`src/rtl/uart_tx_buffered.sv`:
```
// uart_tx_buffered: 8N1 UART transmitter fed by a small byte FIFO.
// The bit period is latched per frame, and queued frames go out back to back.
module uart_tx_buffered #(
  parameter int FifoDepth = 4
) (
  input  logic                       clk_i,
  input  logic                       rst_ni,
  input  logic [14:0]                clks_per_bit_i,
  input  logic                       tx_valid_i,
  input  logic [7:0]                 tx_byte_i,
  output logic                       tx_ready_o,
  output logic                       tx_o,
  output logic                       busy_o,
  output logic                       done_o,
  output logic [$clog2(FifoDepth):0] fifo_level_o
);
  localparam int AW = $clog2(FifoDepth);
  localparam int PW = AW + 1;

  localparam logic [1:0] ST_IDLE  = 2'd0;
  localparam logic [1:0] ST_START = 2'd1;
  localparam logic [1:0] ST_DATA  = 2'd2;
  localparam logic [1:0] ST_STOP  = 2'd3;

  logic [7:0]    mem_reg [FifoDepth];
  logic [PW-1:0] wr_ptr_reg;
  logic [PW-1:0] rd_ptr_reg;

  logic [1:0]    state_reg;
  logic [7:0]    shift_reg;
  logic [14:0]   period_reg;
  logic [14:0]   baud_reg;
  logic [2:0]    bit_idx_reg;
  logic          tx_reg;

  logic          fifo_full;
  logic          fifo_empty;
  logic          push;
  logic          pop;
  logic          bit_end;
  logic [14:0]   period_next;

  // Extra pointer MSB distinguishes full from empty when the index bits match.
  assign fifo_full  = (wr_ptr_reg[PW-1] != rd_ptr_reg[PW-1]) &&
                      (wr_ptr_reg[AW-1:0] == rd_ptr_reg[AW-1:0]);
  assign fifo_empty = (wr_ptr_reg == rd_ptr_reg);

  assign push        = tx_valid_i && !fifo_full;
  assign bit_end     = (baud_reg == period_reg - 15'd1);
  assign pop         = !fifo_empty &&
                       ((state_reg == ST_IDLE) || ((state_reg == ST_STOP) && bit_end));
  assign period_next = (clks_per_bit_i == 15'd0) ? 15'd1 : clks_per_bit_i;

  always_ff @(posedge clk_i) begin
    if (push) begin
      mem_reg[wr_ptr_reg[AW-1:0]] <= tx_byte_i;
    end
  end

  always_ff @(posedge clk_i) begin
    if (!rst_ni) begin
      wr_ptr_reg <= '0;
      rd_ptr_reg <= '0;
    end else begin
      if (push) begin
        wr_ptr_reg <= wr_ptr_reg + 1'b1;
      end
      if (pop) begin
        rd_ptr_reg <= rd_ptr_reg + 1'b1;
      end
    end
  end

  always_ff @(posedge clk_i) begin
    if (!rst_ni) begin
      state_reg   <= ST_IDLE;
      tx_reg      <= 1'b1;
      shift_reg   <= '0;
      period_reg  <= 15'd1;
      baud_reg    <= '0;
      bit_idx_reg <= '0;
    end else if (pop) begin
      // Reached from IDLE or from the last STOP cycle; both start a new frame.
      state_reg   <= ST_START;
      tx_reg      <= 1'b0;
      shift_reg   <= mem_reg[rd_ptr_reg[AW-1:0]];
      period_reg  <= period_next;
      baud_reg    <= '0;
      bit_idx_reg <= '0;
    end else begin
      case (state_reg)
        ST_IDLE: begin
          tx_reg <= 1'b1;
        end
        ST_START: begin
          if (bit_end) begin
            baud_reg  <= '0;
            state_reg <= ST_DATA;
            tx_reg    <= shift_reg[0];
          end else begin
            baud_reg <= baud_reg + 15'd1;
          end
        end
        ST_DATA: begin
          if (bit_end) begin
            baud_reg    <= '0;
            shift_reg   <= {1'b0, shift_reg[7:1]};
            bit_idx_reg <= bit_idx_reg + 3'd1;
            if (bit_idx_reg == 3'd7) begin
              state_reg <= ST_STOP;
              tx_reg    <= 1'b1;
            end else begin
              tx_reg <= shift_reg[1];
            end
          end else begin
            baud_reg <= baud_reg + 15'd1;
          end
        end
        ST_STOP: begin
          if (bit_end) begin
            baud_reg  <= '0;
            state_reg <= ST_IDLE;
            tx_reg    <= 1'b1;
          end else begin
            baud_reg <= baud_reg + 15'd1;
          end
        end
        default: begin
          state_reg <= ST_IDLE;
          tx_reg    <= 1'b1;
        end
      endcase
    end
  end

  assign tx_o         = tx_reg;
  assign tx_ready_o   = !fifo_full;
  assign busy_o       = (state_reg != ST_IDLE) || !fifo_empty;
  assign done_o       = (state_reg == ST_STOP) && bit_end;
  assign fifo_level_o = wr_ptr_reg - rd_ptr_reg;

endmodule

```
`config.mk`:
```
export PLATFORM = sky130hd
export DESIGN_NAME = uart_tx_buffered
export DESIGN_NICKNAME = d
export VERILOG_FILES = /design/src/rtl/uart_tx_buffered.sv
export SDC_FILE = /design/constraint.sdc
export NUM_CORES = 1
export LEC_CHECK = 0
export CORE_MARGIN = 2
export CORE_UTILIZATION = 55
export DETAILED_ROUTE_END_ITERATION = 7
export DONT_BUFFER_PORTS = 1
export PLACE_DENSITY_LB_ADDON = 0.25
export SYNTH_ARGS = -nofsm -noshare
export SYNTH_HDL_FRONTEND = slang
export SYNTH_SLANG_ARGS = --single-unit
```
`constraint.sdc`:
```
create_clock -name clk_i -period 8.1 [get_ports clk_i]
set_clock_uncertainty 0.05 [all_clocks]
set_input_delay 0.81 -clock clk_i [delete_from_list [all_inputs] [get_ports clk_i]]
set_output_delay 0.81 -clock clk_i [all_outputs]
set_load 0.01 [all_outputs]
```
==> results by group, run 1 <==
Run status
  – Status: complete, no violations

Timing
  – Measured slew at the worst slew-check pin: 0.936 ns
  – Period utilization: 51.0%
  – Fin. max-slew vios: 0
  – Final setup fails: 0
  – Setup_tns: 0 ns
  – Slew margin rel.: 36.7%
  – Unrepaired setup endpoints after global routing: no
  – Final Hold Vio Count: 0
  – Hold Slack: 0.424 ns
  – Fmax achieved: 242 MHz
  – Tmin final: 4.13 ns

GRT
  – Vias in the first global route: 2735
  – Largest net degree at the start of global routing: 31
  – Global-route wire length before repair: 13000 um
  – Tot GR Track Use: 20.2%
  – Initial antenna violation count: 0
  – GRT Residual Overflow: 0

Floorplan
  – Row count: 31
  – Die Footprint: 0.00812 mm^2
  – Die Wd: 90.1 um
  – Top-level port count: 33
  – Core area: 0.00721 mm^2
  – Starting Density: 56.6%
  – Die Y: 90.1 um

Route
  – TritonRoute pass-1 iters: 4
  – M1 WL: 3510 um
  – Met2 routed WL: 3770 um
  – DRC Markers: 0
  – DR WL/cell: 15.6 um
  – Met3 WL: 329 um
  – Top sig layer: met4
  – Post-Route WL: 7690 um
  – Initial drt markers: 147
  – Vias per cell: 5.66
  – Via count: 2798
  – Antenna viol nets, final: 0

Logic synthesis
  – Top FF cell, synth: dfxtp_1
  – Cell Area, Synth: 0.00408 mm^2
  – Yosys reg bits: 84
  – Post-synth EDFFs: 32
  – Top cell type's share of synthesized area: 25.5%
  – Cell taking the most area after synthesis: dfxtp_1
  – Async SR Flop Fraction: 0%
  – Mean post-synth cell area: 10.4 um^2
  – Largest cells by area after synthesis: dfxtp_1 26%, edfxtp_1 24%, ha_1 5.2%, xnor2_1 4.5%, mux4_2 4.4%
  – Sequential share of the synthesized area: 49.1%
  – Syn_nets: 437
  – Synth cell types: 55
  – Mapped Cells: 393
  – Warnings from Yosys: 0

CTS
  – CTS tree: yes
  – CTS Sinks: 84
  – Postcts setup bufs: 0
  – H-tree levels: 3
  – Clk slew on worst S/H paths: 0.09 ns
  – Post-CTS Resized: 0
  – # hold bufs at CTS: 0
  – Root buf cell: clkbuf_8
  – Clock Latency Late Sink: 0.36 ns
  – Max clock buf depth: 2
  – CTS buffer count: 9

Final layout
  – FILL cells: 629
  – Multi-input logic area: 0.00197 mm^2
  – Diodes inserted: 0
  – Largest register FFs: 32
  – FF+latch area: 0.00200 mm^2
  – Final-stage net count: 434
  – Share of cells above drive strength 1: 9.37%
  – Area Growth Syn to Fin: 7.18%

Worst hold path
  – Worst min path class: flop to flop
  – Worst Hold End: period_reg[14]$_SDFFE_PN0N_
  – Worst Hold Depth: 2
  – Hold Path Origin: period_reg[14]$_SDFFE_PN0N_

Placement
  – DP Wirelength: 5570 um
  – RD Place Congestion: 0.824
  – PortBufs: 0

Critical path
  – Max Fanout on Critical Path: 11
  – WP data arrival: 4.33 ns
  – Reg-to-reg startpoint: period_reg[2]$_SDFFE_PN0N_
  – Kind of critical path: flop to flop
  – RR Endpoint: shift_reg[4]$_SDFFE_PN0P_
  – Reg2reg setup slack: 3.97 ns
  – CP Data Required Time: 8.30 ns
  – Worst Reg-to-Reg Cells: 8
  – Crit. End Element: flop
  – Crit path launch type: flop

Power and ir drop
  – Lkg Pwr: 1.61 nW
  – Int Pwr: 856 uW
  – Net Sw Power: 524 uW
  – Overall power: 1.38 mW
  – Worst vdd ir: 0.000193 V
  – Logic pwr share: 34.7%
  – Clock Power Share: 23.1%
  – Pwr/cell area: 315 mW/mm^2
  – Switching Fraction: 38.0%
  – Sequential Power Share: 42.2%

Flow run
  – Max_cap viols: 0
-- layer usage --
layer / up-vias / GRT usage [%]
li1: 1397 / -
met1: 1341 / 25.2
met2: 53 / 34.2
met3: 7 / 5.87
met4: 0 / 5.51
met5: - / 0
-- Yosys cell counts, drive strengths merged (3+ instances only) --
library cell and count:
mux2i 10, and2 4, a21oi 20, mux4 8, or4 3, a211oi 7
nor2 45, nor3b 3, nor3 6, a31oi 3, nand2 45, nand4 5
o21ai 7, ha 17, dfxtp 52, xnor2 21, buf 6, nand3 10
nor4 6, and3 8, nand3b 4, xor2 12, or3 3, inv 14
clkbuf 9, nor2b 5, edfxtp 32
-- cell usage in the layout (no fill, tap or decap), types with 3 or more instances in the layout --
cell / n
edfxtp_1: 32
a211oi_1: 7
mux2i_1: 10
nor2b_1: 5
xnor2_1: 21
mux4_2: 8
xor2_1: 12
inv_1: 14
nor3b_1: 3
and2_1: 4
ha_1: 17
nor3_1: 6
nor4_1: 5
inv_8: 3
nand3b_1: 4
nor2_1: 45
nand2_1: 45
a21oi_1: 20
and3_1: 8
dfxtp_1: 52
o21ai_0: 5
clkbuf_8: 9
nand3_1: 10
nand4_1: 5
-- stage by stage --
step / cell area (um^2) / instances / worst slack (ns) / utilization [%]
6_report: 4370 / 494 / 3.97 / 60.6
4_1_cts: 4370 / 494 / 4.01 / 60.6
5_1_grt: 4370 / 494 / 3.54 / 60.6
3_3_place_gp: 4160 / 478 / 4.23 / 57.7
2_1_floorplan: 4080 / 393 / 5.08 / -
3_5_place_dp: 4160 / 478 / 4.03 / 57.7
-- logic make-up (layout without fill, tap and decap cells) --
group	after synthesis	in the layout	share of synthesized area, %
and+or+nand+nor	157	157	19.2
DFF	84	84	49.1
AOI/OAI and AO/OA	52	52	8.65
xor gates and xnor gates	33	33	7.08
buffers and inverters	29	31	2.85
muxes	20	20	7.42
adders and majority gates	18	18	5.70
-- final cells by class --
| type | instances | share of cell area [%] |
|---|---|---|
| Clock buffer | 9 | 2.83 |
| Clock inverter | 7 | 2.03 |
| Inverter | 14 | 1.20 |
| Multi-Input combinational cell | 280 | 45.2 |
| Sequential cell | 84 | 45.8 |
| Tap cell | 99 | 2.83 |
| Timing Repair Buffer | 1 | 0.172 |
-- worst max-delay path by stage --
stage | startpoint | end | slack (ns) | depth (start not counted)
2_1_floorplan | period_reg[2]$_SDFFE_PN0N_ | state_reg[0]$_SDFFE_PN0P_ | 5.08 | 9
3_3_place_gp | period_reg[2]$_SDFFE_PN0N_ | shift_reg[0]$_SDFFE_PN0P_ | 4.23 | 8
3_5_place_dp | period_reg[2]$_SDFFE_PN0N_ | shift_reg[4]$_SDFFE_PN0P_ | 4.03 | 8
4_1_cts | period_reg[2]$_SDFFE_PN0N_ | shift_reg[4]$_SDFFE_PN0P_ | 4.01 | 8
5_1_grt | period_reg[2]$_SDFFE_PN0N_ | shift_reg[4]$_SDFFE_PN0P_ | 3.54 | 8
6_report | period_reg[2]$_SDFFE_PN0N_ | shift_reg[4]$_SDFFE_PN0P_ | 3.97 | 8
-- power by group through the flow --
| stage | logic, mW | clock network [mW] | registers [mW] |
|---|---|---|---|
| floorplan | 0.405 | 0 | 0.559 |
| global placement | 0.466 | 0 | 0.589 |
| detailed placement | 0.477 | 0 | 0.592 |
| CTS | 0.480 | 0.326 | 0.582 |
| global route | 0.539 | 0.343 | 0.593 |
| finish | 0.478 | 0.319 | 0.582 |
-- worst max-delay path, cell delays in order (launching register included) --
cell and delay (ns):
dfxtp_1 0.38, nor4_2 0.62, nand4_1 0.28, or4_1 0.57, o211ai_1 0.12, nor4bb_2 0.86
nand2_1 0.60, mux2i_1 0.25, a211oi_1 0.30
Power figures use the tool's default switching activity.
==> run 2, diff against run 1 <==
Clock period 8.1 ns to 3.6 ns, I/O delays scaled along.
==> run 2 against run 1 <==
Effect of this change:
- core utilization is 0.17 points higher
- power rose by 120%
- critical path depth rose by 1
- combinational power increased by 140%
- worst setup slack worse by 3.7 ns
- register-to-register slack lost 3.7 ns
- largest cell class unchanged
- via count down 1.1%
- worst hold slack lost 0.40 ns
- first-iteration DRC count decreased by 29%
- clock power increased by 110%
==> results by group, run 2 (same netlist as run 1, synthesis figures left out) <==
CTS
  – CTS Sinks: 84
  – Clock Latency Late Sink: 0.37 ns
  – Root buf cell: clkbuf_8
  – Max clock buf depth: 2
  – CTS buffer count: 9
  – Clk slew on worst S/H paths: 0.09 ns
  – # hold bufs at CTS: 0
  – CTS tree: yes
  – H-tree levels: 3

Floorplan
  – Core area: 0.00721 mm^2
  – Die Wd: 90.1 um
  – Top-level port count: 33
  – Die Y: 90.1 um
  – Die Footprint: 0.00812 mm^2
  – Starting Density: 56.6%
  – Row count: 31

Final layout
  – FILL cells: 635
  – Multi-input logic area: 0.00197 mm^2
  – Share of cells above drive strength 1: 10.3%
  – Largest register FFs: 32
  – Final-stage net count: 438
  – Most frequent cells in the layout: 52 x dfxtp_1, 45 x nor2_1, 45 x nand2_1
  – Area Growth Syn to Fin: 7.48%
  – Most common cell after layout, fill and taps aside: dfxtp_1
  – FF+latch area: 0.00200 mm^2
  – Diodes inserted: 0

Route
  – DR WL/cell: 16.0 um
  – Antenna viol nets, final: 0
  – TritonRoute pass-1 iters: 4
  – Vias per cell: 5.55
  – Post-Route WL: 7960 um
  – Via count: 2766
  – Initial drt markers: 104
  – DRC Markers: 0

Timing
  – Tmin final: 3.35 ns
  – Fin. max-slew vios: 0
  – Slew margin rel.: 38.1%
  – Fmax achieved: 299 MHz
  – Final Hold Vio Count: 0
  – Setup_tns: 0 ns
  – Period utilization: 93.0%
  – Unrepaired setup endpoints after global routing: no
  – Hold Slack: 0.0258 ns
  – Measured slew at the worst slew-check pin: 0.928 ns
  – Fin worst setup slack: 0.252 ns
  – Final setup fails: 0

Power and ir drop
  – Overall power: 3.10 mW
  – Pwr/cell area: 707 mW/mm^2
  – Worst vdd ir: 0.000313 V
  – Lkg Pwr: 1.62 nW

GRT
  – Vias in the first global route: 2839
  – Global-route wire length before repair: 13600 um
  – Largest net degree at the start of global routing: 31
  – Tot GR Track Use: 21.1%
  – Initial antenna violation count: 0
  – GRT Residual Overflow: 0

Run status
  – Status: complete, no violations

Flow run
  – Max_cap viols: 0

Placement
  – DP Wirelength: 5910 um
  – RD Place Congestion: 0.865
  – PortBufs: 0
  – Setup WS pre-CTS: 0.270 ns

Critical path
  – Crit. End Element: flop
  – Slowest CP cell: or4_4
  – Max Fanout on Critical Path: 11
  – Top delay family on crit path: simple AND/OR/NAND/NOR gates
  – Crit path launch type: flop
  – WP buf/inv: 1
  – WP data arrival: 3.56 ns
  – Slowest stage delay, CP: 0.56 ns
  – CP Data Required Time: 3.82 ns
  – Kind of critical path: flop to flop
  – Crit-path cells: or4_4 -> or3_4 -> a2111oi_4 -> o22ai_1 -> nor4bb_2 -> buf_4 -> nand2_1 -> mux2i_1 -> a211oi_1

Worst hold path
  – Worst min path class: primary input to flop
## run 2: changes by cell type in the layout (fill, tap and decap cells not counted), sizes merged
cell | previous run | this run
buf | 1 | 5
clkinvlp | 1 | 0
clkinv | 0 | 2
bufinv | 1 | 0
## run 2: area by class of cell
cell class | instances | area share, %
Sequential cell | 84 | 45.6
Multi-Input combinational cell | 280 | 45.0
Clock buffer | 9 | 2.82
Tap cell | 99 | 2.82
Clock inverter | 7 | 1.63
Inverter | 14 | 1.20
Timing Repair Buffer | 5 | 0.856
## run 2: layer usage
metal  vias to the layer above  track usage (%)  part of all wire, %  wire length, um
li1                       1405                -                    -                -
met1                      1302             26.9                   46             3640
met2                        48             34.6                   48             3800
met3                        11             5.78                  5.0              401
met4                         0             7.69                  1.5              121
met5                         -                0                    0                0
## run 2: worst paths after layout
kind | to | slack [ns] | startpoint | depth (start not counted)
min reg2reg | shift_reg[7]$_SDFFE_PN0P_ | 0.43 | shift_reg[7]$_SDFFE_PN0P_ | 2
min | period_reg[0]$_SDFFE_PN1N_ | 0.03 | rst_ni | 1
max reg2reg | shift_reg[3]$_SDFFE_PN0P_ | 0.25 | period_reg[2]$_SDFFE_PN0N_ | 9
max | shift_reg[3]$_SDFFE_PN0P_ | 0.25 | period_reg[2]$_SDFFE_PN0N_ | 9
## run 2: repair_timing
action	4_1_cts	5_1_grt
endpoints found under the hold margin	0	0
buffers inserted	0	0
endpoints found under the setup margin	0	5
resized for setup	0	1
## run 2: through the flow
step / std cells / util (%) / instance area (um^2)
2_1_floorplan: 393 / - / 4080
3_3_place_gp: 482 / 58.1 / 4190
3_5_place_dp: 482 / 58.1 / 4190
4_1_cts: 498 / 60.8 / 4390
5_1_grt: 498 / 60.8 / 4390
6_report: 498 / 60.8 / 4390
## run 2: report_power, final
group	switching (mW)	total (mW)	internal (mW)
Combinational	0.639	1.13	0.490
Clock	0.389	0.663	0.275
Sequential	0.177	1.31	1.13
Total	1.21	3.10	1.90
## run 2: worst reg2reg max path: stages (launching register included)
cell	delay, ns
dfxtp_1	0.38
or4_4	0.56
or3_4	0.41
a2111oi_4	0.38
o22ai_1	0.13
nor4bb_2	0.27
buf_4	0.22
nand2_1	0.35
mux2i_1	0.22
a211oi_1	0.27
==> run 3, diff against run 2 <==
==> constraint.sdc (replaced) <==
create_clock -name clk_i -period 3.6 [get_ports clk_i]
set_clock_uncertainty 0.05 [all_clocks]
set_input_delay 0.9 -clock clk_i [delete_from_list [all_inputs] [get_ports clk_i]]
set_output_delay 0.9 -clock clk_i [all_outputs]
set_load 0.01 [all_outputs]
==> run 3 against run 2 <==
Effect of this change:
- clock power is 5.0% higher
- sequential cell count did not move
- global-route usage down 1.4 points
- combinational power is essentially flat
- first-iteration DRC count increased by 56%
- critical path type is now flop to output port
- critical endpoint is now done_o
==> results by group, run 3 (same netlist as run 1, synthesis figures left out) <==
Timing
  – Tmin final: 3.52 ns
  – Fin. max-slew vios: 0
  – Period utilization: 97.9%
  – Final Hold Vio Count: 0
  – Final setup fails: 0
  – Setup_tns: 0 ns
  – Slew margin rel.: 38.5%
  – Unrepaired setup endpoints after global routing: no
  – Measured slew at the worst slew-check pin: 0.922 ns
  – Fmax achieved: 284 MHz
  – Fin worst setup slack: 0.0756 ns

CTS
  – Post-CTS Resized: 0
  – H-tree levels: 3
  – Root buf cell: clkbuf_8
  – Postcts setup bufs: 0
  – Max clock buf depth: 2
  – CTS buffer count: 9
  – Clk slew on worst S/H paths: 0.09 ns
  – Clock Latency Late Sink: 0.34 ns
  – CTS tree: yes
  – # hold bufs at CTS: 0
  – CTS Sinks: 84

Route
  – Post-Route WL: 7630 um
  – DR WL/cell: 15.3 um
  – Via count: 2769
  – TritonRoute pass-1 iters: 4
  – Vias per cell: 5.54
  – Initial drt markers: 162
  – Antenna viol nets, final: 0
  – DRC Markers: 0

Placement
  – DP Wirelength: 5630 um
  – RD Place Congestion: 0.817
  – Setup WS pre-CTS: 0.282 ns
  – PortBufs: 0

Final layout
  – Most common cell after layout, fill and taps aside: dfxtp_1
  – Area Growth Syn to Fin: 8.25%
  – FF+latch area: 0.00200 mm^2
  – Largest register FFs: 32
  – Diodes inserted: 0
  – Final-stage net count: 440
  – Most frequent cells in the layout: 50 x dfxtp_1, 45 x nor2_1, 45 x nand2_1
  – FILL cells: 625
  – Share of cells above drive strength 1: 11.2%
  – Multi-input logic area: 0.00197 mm^2

Critical path
  – Max Fanout on Critical Path: 8
  – Crit path launch type: flop
  – Kind of critical path: flop to output port
  – WP data arrival: 2.57 ns
  – CP Data Required Time: 2.65 ns
  – Crit. End Element: output port

Flow run
  – Max_cap viols: 0

Floorplan
  – Die Y: 90.1 um
  – Starting Density: 56.6%
  – Die Footprint: 0.00812 mm^2
  – Row count: 31
  – Top-level port count: 33
  – Core area: 0.00721 mm^2
  – Die Wd: 90.1 um

GRT
  – GRT Residual Overflow: 0
  – Vias in the first global route: 2651
  – Tot GR Track Use: 19.7%
  – Global-route wire length before repair: 12800 um
  – Largest net degree at the start of global routing: 31
  – Initial antenna violation count: 0

Power and ir drop
  – Lkg Pwr: 1.64 nW
  – Pwr/cell area: 712 mW/mm^2
  – Worst vdd ir: 0.000337 V

Worst hold path
  – Worst min path class: flop to flop

Run status
  – Status: complete, no violations
-- run 3: cell types whose count changed in the layout (fill, tap and decap cells not counted), sizes merged --
cell / delta
buf: +2
bufinv: +1
clkinv: -1
-- run 3: area by class of cell --
cell class	count	area share, %
clock buffers	9	2.80
clock inverters	7	1.93
inverters	14	1.19
multi-input cells	280	44.7
flip-flops and latches	84	45.4
well taps	99	2.80
repair buffers	7	1.19
-- run 3: worst max-delay path, cell delays in order (launching register included) --
cell,delay (ns)
dfxtp_2,0.37
or4_4,0.55
or3_4,0.41
a2111oi_4,0.36
nor2_1,0.07
nor3_1,0.19
and4_1,0.29
-- run 3: power breakdown --
part	switching, mW	internal, mW
registers	0.174	1.13
clock network	0.359	0.337
logic	0.639	0.503
total	1.17	1.97
-- run 3: metrics by stage --
| step | area [um^2] | std cells | hold slack, ns | utilization (%) | power [mW] |
|---|---|---|---|---|---|
| detailed placement | 4210 | 484 | 0.413 | 58.3 | 2.47 |
| global placement | 4210 | 484 | 0.407 | 58.3 | 2.46 |
| floorplan | 4080 | 393 | 0.397 | - | 2.17 |
| global route | 4420 | 500 | 0.443 | 61.2 | 3.37 |
| CTS | 4410 | 500 | 0.426 | 61.2 | 3.17 |
| finish | 4420 | 500 | 0.425 | 61.2 | 3.15 |
-- run 3: worst paths after layout --
check / depth (start not counted) / slack [ns] / end / from
hold / removal: 2 / 0.43 / period_reg[14]$_SDFFE_PN0N_ / period_reg[14]$_SDFFE_PN0N_
setup / recovery: 6 / 0.08 / done_o / period_reg[2]$_SDFFE_PN0N_
hold reg to reg: 2 / 0.43 / period_reg[14]$_SDFFE_PN0N_ / period_reg[14]$_SDFFE_PN0N_
setup reg to reg: 9 / 0.31 / shift_reg[5]$_SDFFE_PN0P_ / period_reg[2]$_SDFFE_PN0N_
-- run 3: metal layers --
metal	GRT usage, %	part of all wire, %
met1	27.2	49
met2	31.0	47
met3	4.02	3.6
met4	7.31	0.63
met5	0	0
